### src/rtl/alu_bitslice_seq.sv
// Multi-cycle 74181-style ALU: evaluates WIDTH bits one SLICE-bit slice per clock behind a start/busy/done handshake.
// Optional two's-complement overflow output ovf is enabled by defining ALU_OVF_EN.
module alu_bitslice_seq #(
  parameter int WIDTH = 8,
  parameter int SLICE = 2
) (
  input  logic             clk,
  input  logic             rst,
  input  logic             start,
  input  logic [WIDTH-1:0] a,
  input  logic [WIDTH-1:0] b,
  input  logic [3:0]       s,
  input  logic             m,
  input  logic             cin,
  output logic             busy,
  output logic             done,
  output logic [WIDTH-1:0] f,
  output logic             cout,
  output logic             zero
`ifdef ALU_OVF_EN
  ,
  output logic             ovf
`endif
);

  localparam int N  = WIDTH / SLICE;
  localparam int CW = (N > 1) ? $clog2(N) : 1;

  typedef enum logic {IDLE, RUN} state_t;

  state_t            state_q, state_d;
  logic [WIDTH-1:0]  a_q, b_q, shadow_q, shadow_d;
  logic [3:0]        s_q;
  logic              m_q, carry_q;
  logic [CW-1:0]     cnt_q;
  logic              last;

  logic [SLICE-1:0]  sa, sb, t1, t2, lf, csum, slice_f;
  logic              c, slice_c;
`ifdef ALU_OVF_EN
  logic              c_msb, slice_cm;
`endif

  assign busy = (state_q == RUN);
  assign last = (cnt_q == CW'(N - 1));

  // One slice of the datapath: operand terms, bitwise ripple, and the logic-mode result.
  // NOTE: every variable driven here gets a default first so no path leaves it unassigned (no latches).
  always_comb begin
    sa   = a_q[cnt_q*SLICE +: SLICE];
    sb   = b_q[cnt_q*SLICE +: SLICE];
    t1   = '0;
    t2   = '0;
    lf   = '0;
    csum = '0;
    c    = carry_q;
`ifdef ALU_OVF_EN
    c_msb = carry_q;
`endif
    unique case (s_q)
      4'h0: begin lf = ~sa;         t1 = sa;        t2 = '0;        end
      4'h1: begin lf = ~(sa | sb);  t1 = sa | sb;   t2 = '0;        end
      4'h2: begin lf = ~sa & sb;    t1 = sa | ~sb;  t2 = '0;        end
      4'h3: begin lf = '0;          t1 = '0;        t2 = '1;        end
      4'h4: begin lf = ~(sa & sb);  t1 = sa;        t2 = sa & ~sb;  end
      4'h5: begin lf = ~sb;         t1 = sa | sb;   t2 = sa & ~sb;  end
      4'h6: begin lf = sa ^ sb;     t1 = sa;        t2 = ~sb;       end
      4'h7: begin lf = sa & ~sb;    t1 = sa & ~sb;  t2 = '1;        end
      4'h8: begin lf = ~sa | sb;    t1 = sa;        t2 = sa & sb;   end
      4'h9: begin lf = ~(sa ^ sb);  t1 = sa;        t2 = sb;        end
      4'hA: begin lf = sb;          t1 = sa | ~sb;  t2 = sa & sb;   end
      4'hB: begin lf = sa & sb;     t1 = sa & sb;   t2 = '1;        end
      4'hC: begin lf = '1;          t1 = sa;        t2 = sa;        end
      4'hD: begin lf = sa | ~sb;    t1 = sa | sb;   t2 = sa;        end
      4'hE: begin lf = sa | sb;     t1 = sa | ~sb;  t2 = sa;        end
      default: begin lf = sa;       t1 = sa;        t2 = '1;        end
    endcase
    for (int i = 0; i < SLICE; i++) begin
`ifdef ALU_OVF_EN
      if (i == SLICE - 1) c_msb = c;
`endif
      csum[i] = t1[i] ^ t2[i] ^ c;
      c       = (t1[i] & t2[i]) | (c & (t1[i] ^ t2[i]));
    end
    slice_f = m_q ? lf : csum;
    slice_c = m_q ? 1'b0 : c;
`ifdef ALU_OVF_EN
    slice_cm = m_q ? 1'b0 : c_msb;
`endif
    shadow_d = shadow_q;
    shadow_d[cnt_q*SLICE +: SLICE] = slice_f;
  end

  always_comb begin
    state_d = state_q;
    unique case (state_q)
      IDLE:    if (start) state_d = RUN;
      default: if (last)  state_d = IDLE;
    endcase
  end

  // NOTE: sequential state uses non-blocking assignments so every register samples pre-edge values.
  always_ff @(posedge clk or posedge rst) begin
    if (rst) state_q <= IDLE;
    else     state_q <= state_d;
  end

  always_ff @(posedge clk or posedge rst) begin
    if (rst) begin
      a_q      <= '0;
      b_q      <= '0;
      s_q      <= '0;
      m_q      <= 1'b0;
      carry_q  <= 1'b0;
      cnt_q    <= '0;
      shadow_q <= '0;
      f        <= '0;
      cout     <= 1'b0;
      zero     <= 1'b0;
      done     <= 1'b0;
`ifdef ALU_OVF_EN
      ovf      <= 1'b0;
`endif
    end else begin
      done <= 1'b0;
      if (state_q == IDLE) begin
        if (start) begin
          a_q     <= a;
          b_q     <= b;
          s_q     <= s;
          m_q     <= m;
          carry_q <= m ? 1'b0 : cin;
          cnt_q   <= '0;
        end
      end else begin
        shadow_q <= shadow_d;
        carry_q  <= slice_c;
        cnt_q    <= cnt_q + 1'b1;
        if (last) begin
          f    <= shadow_d;
          cout <= slice_c;
          zero <= (shadow_d == '0);
          done <= 1'b1;
`ifdef ALU_OVF_EN
          ovf  <= slice_c ^ slice_cm;
`endif
        end
      end
    end
  end

endmodule

### config.mk
export PLATFORM = sky130hd
export DESIGN_NAME = alu_bitslice_seq
export DESIGN_NICKNAME = d
export VERILOG_FILES = /design/src/rtl/alu_bitslice_seq.sv
export SDC_FILE = /design/constraint.sdc
export NUM_CORES = 1
export LEC_CHECK = 0
export CORE_MARGIN = 2
export CORE_UTILIZATION = 55
export DETAILED_ROUTE_END_ITERATION = 7
export HOLD_SLACK_MARGIN = 0.05
export PLACE_DENSITY_LB_ADDON = 0.25
export SYNTH_ARGS = -nofsm -noshare
export SYNTH_HDL_FRONTEND = slang
export SYNTH_SLANG_ARGS = --single-unit
### constraint.sdc
create_clock -name clk -period 4.6 [get_ports clk]
set_input_delay 0.92 -clock clk [delete_from_list [all_inputs] [get_ports clk]]
set_output_delay 0.92 -clock clk [all_outputs]
set_load 0.1 [all_outputs]
==> metrics.csv <==
stage;metric;value;unit
run_status;outcome;complete, no violations;
floorplanning;die_w;75.1;um
timing;period_needed;4.22;ns
synthesis;ys_top_cells_by_area;dfrtp_1, mux2_2, ha_1, nand2_1, mux2i_1;
clock_tree;clkTransAtPathRegs;0.08;ns
grt;overflow;0;
cells_and_area;fin_nets;345;
timing;skew;0.0117;ns
placed_design;placed_cell_area;3160;um^2
setup_path;worstPathMaxFanout;13;
setup_path;critPathSlowestCell;dfrtp_1;
synthesis;yosysSeqAreaShare;0.379;
route;ant_nets;0;
route;drc;0;
synthesis;ys_seq_elements;42;
grt;antenna_found_initial;0;
route;wl_per_cell;16.3;um
clock_tree;hold_buffers;0;
setup_path;cp_top_family;adder cells;
timing;finalCritPeriodShare;0.918;
timing;hold_viol_final;0;
synthesis;ys_top_cells_by_count;dfrtp_1, nand2_1, mux2_2, inv_1, nor2_1;
cells_and_area;area_growth;17.2;%
grt;grt_pass1_wl;10.3;mm
synthesis;synth_fp_nets;316;
timing;setup_tns;0;ns
cells_and_area;drive_gt1_frac;0.157;
clock_tree;postCtsSetupRepairBufs;0;
clock_tree;cts-buffers-inserted;5;
timing;whs;0.488;ns
flow_run;maxCapViolCount;0;
placed_design;dp_hpwl;4.36;mm
grt;grt_use_total;0.242;
clock_tree;htree_levels;2;
synthesis;synth_area_per_cell;10.1;um^2
synthesis;async_reset_ff_frac;1.00;
setup_path;cp.arrival;4.40;ns
setup_path;path_buf_inv;2;
timing;slew_headroom;0.308;
clock_tree;clock-sinks;42;
cells_and_area;fillers;394;
setup_path;slowest_delay;0.65;ns
hold_path;hold_path.class;flip-flop to flip-flop;
timing;finalSetupViolCount;0;
synthesis;synth_warnings;0;
floorplanning;core;4790;um^2
floorplanning;die_area;5630;um^2
synthesis;synth_top_area_cell;dfrtp_1;
route;drt_first_pass_iters;4;
clock_tree;cts_resized;0;
cells_and_area;final_util;0.680;
floorplanning;die_y;75.1;um
synthesis;yosysTopAreaCellShare;0.379;
synthesis;synth-edff-count;0;
synthesis;ys.flop_type;dfrtp_1;
route;totalWireLength;6.06;mm
synthesis;yosysMostFrequentCell;dfrtp_1;
route;drt-vias-per-instance;5.93;
clock_tree;cts_root_buf;clkbuf_8;
route;via_count;2213;
cells_and_area;stdcell_area;3250;um^2
timing;report.final.slew_viol_count;0;
timing;rsz0062_at_grt;no;
placed_design;port_buffers;36;
setup_path;critPathKind;flip-flop to flip-flop;
clock_tree;clkLatencyLatePin;0.29;ns
timing;fmax;237;MHz
timing;tightest_slew;1.03;ns
cells_and_area;n_antenna_cell;0;
floorplanning;rows;25;
setup_path;worstPathCellList;mux2_2 > mux2i_4 > inv_1 > ha_1 > nand3b_1 > a21oi_1 > a221oi_1 > mux2i_1 > fa_1 > inv_1 > fa_1 > o21ai_1 > and2_1 > a221oi_2 > a32o_1;
floorplanning;initial_core_util;0.580;
clock_tree;cts_tree;yes;
clock_tree;clock_path_buffers;2;
setup_path;crit_required;4.78;ns
setup_path;critical_path.endpoint_type;flip-flop;
route;drt_iter0_drc;231;
grt;grt_pass1_vias;2145;
synthesis;syn_area;2780;um^2
grt;grt_max_degree;43;
synthesis;synthCells;276;
floorplanning;pin_count;37;
setup_path;critPathLaunchType;flip-flop;
synthesis;synth.distinct_cells;58;
placed_design;place_congestion;0.897;
[layer usage]
layer	vias to the layer above	GRT usage	part of all wire
li1	1060	-	-
met1	1048	0.346	0.47
met2	90	0.374	0.45
met3	15	0.0348	0.055
met4	0	0.0933	0.023
met5	-	0	0
[cells by family (layout without fill, tap and decap cells)]
group / Yosys count / count (layout) / synth area share
and+or+nand+nor: 84 / 84 / 0.164
AOI/OAI and AO/OA: 64 / 64 / 0.174
muxes: 36 / 36 / 0.154
adders and majority gates: 15 / 15 / 0.0730
DFF: 42 / 42 / 0.379
buffers and inverters: 35 / 65 / 0.0568
[sequential cells by signal, indices dropped and copies added, names as in the netlist]
register and count:
f 8, done 1, carry_q 1, s_q 4, busy 1, cnt_q 2
cout 1, b_q 8, shadow_q 6, zero 1, a_q 8, m_q 1
[worst register-to-register path, stage by stage, from the launching register on]
cell      delay [ns]
dfrtp_1         0.65
mux2_2          0.43
mux2i_4         0.24
inv_1           0.11
ha_1            0.25
nand3b_1        0.09
a21oi_1         0.09
a221oi_1        0.23
mux2i_1         0.17
fa_1            0.40
inv_1           0.07
fa_1            0.43
o21ai_1         0.41
and2_1          0.21
a221oi_2        0.06
a32o_1          0.27
[cell type report]
class / count / area [um^2] / share of cell area
Timing Repair Buffer: 40 / 390 / 0.120
Sequential cell: 42 / 1050 / 0.323
Multi-Input combinational cell: 199 / 1570 / 0.483
Clock inverter: 2 / 12.5 / 0.00384
Clock buffer: 6 / 82.6 / 0.0254
Tap cell: 67 / 83.8 / 0.0258
Inverter: 17 / 63.8 / 0.0196
[layout by cell type (no fill, tap or decap), drive strengths merged, types with 2 or more instances in the layout]
| cell type | count |
|---|---|
| a221oi | 4 |
| or3b | 5 |
| nand3 | 3 |
| o21ai | 15 |
| a32o | 6 |
| a221o | 2 |
| and2 | 3 |
| nor4 | 3 |
| clkdlybuf4s50 | 36 |
| nor2b | 5 |
| nor3 | 3 |
| clkbuf | 6 |
| nor2 | 14 |
| a22o | 2 |
| buf | 4 |
| ha | 13 |
| o31ai | 3 |
| a21o | 4 |
| nand3b | 5 |
| mux2i | 11 |
| nand2b | 2 |
| a21oi | 9 |
| and3 | 3 |
| a211oi | 2 |
| nand4 | 2 |
| o22ai | 3 |
| fa | 2 |
| mux4 | 2 |
| a32oi | 6 |
| clkinv | 2 |
| inv | 16 |
| mux2 | 23 |
| o211ai | 2 |
| nand2 | 31 |
| dfrtp | 42 |
[path summary, 6_finish.rpt]
check | from | endpoint | slack [ns] | cells past startpoint
max reg2reg | cnt_q[0] | zero | 0.38 | 15
min | f[3] | f[3] | 0.49 | 2
min in group asynchronous | rst | f[4] | 1.08 | 3
max | cnt_q[0] | zero | 0.38 | 15
max in group asynchronous | rst | shadow_q[4] | 3.15 | 3
min reg2reg | f[3] | f[3] | 0.49 | 2
[stage by stage]
step                instances  setup slack [ns]
finish                    373             0.375
global route              373            0.0839
CTS                       373             0.400
detailed placement        365             0.421
global placement          365             0.543
floorplan                 276             0.919
Power is left out: the tool's default activity adds up to more than one toggle a clock period on the data nets, which glitch-free logic cannot reach.
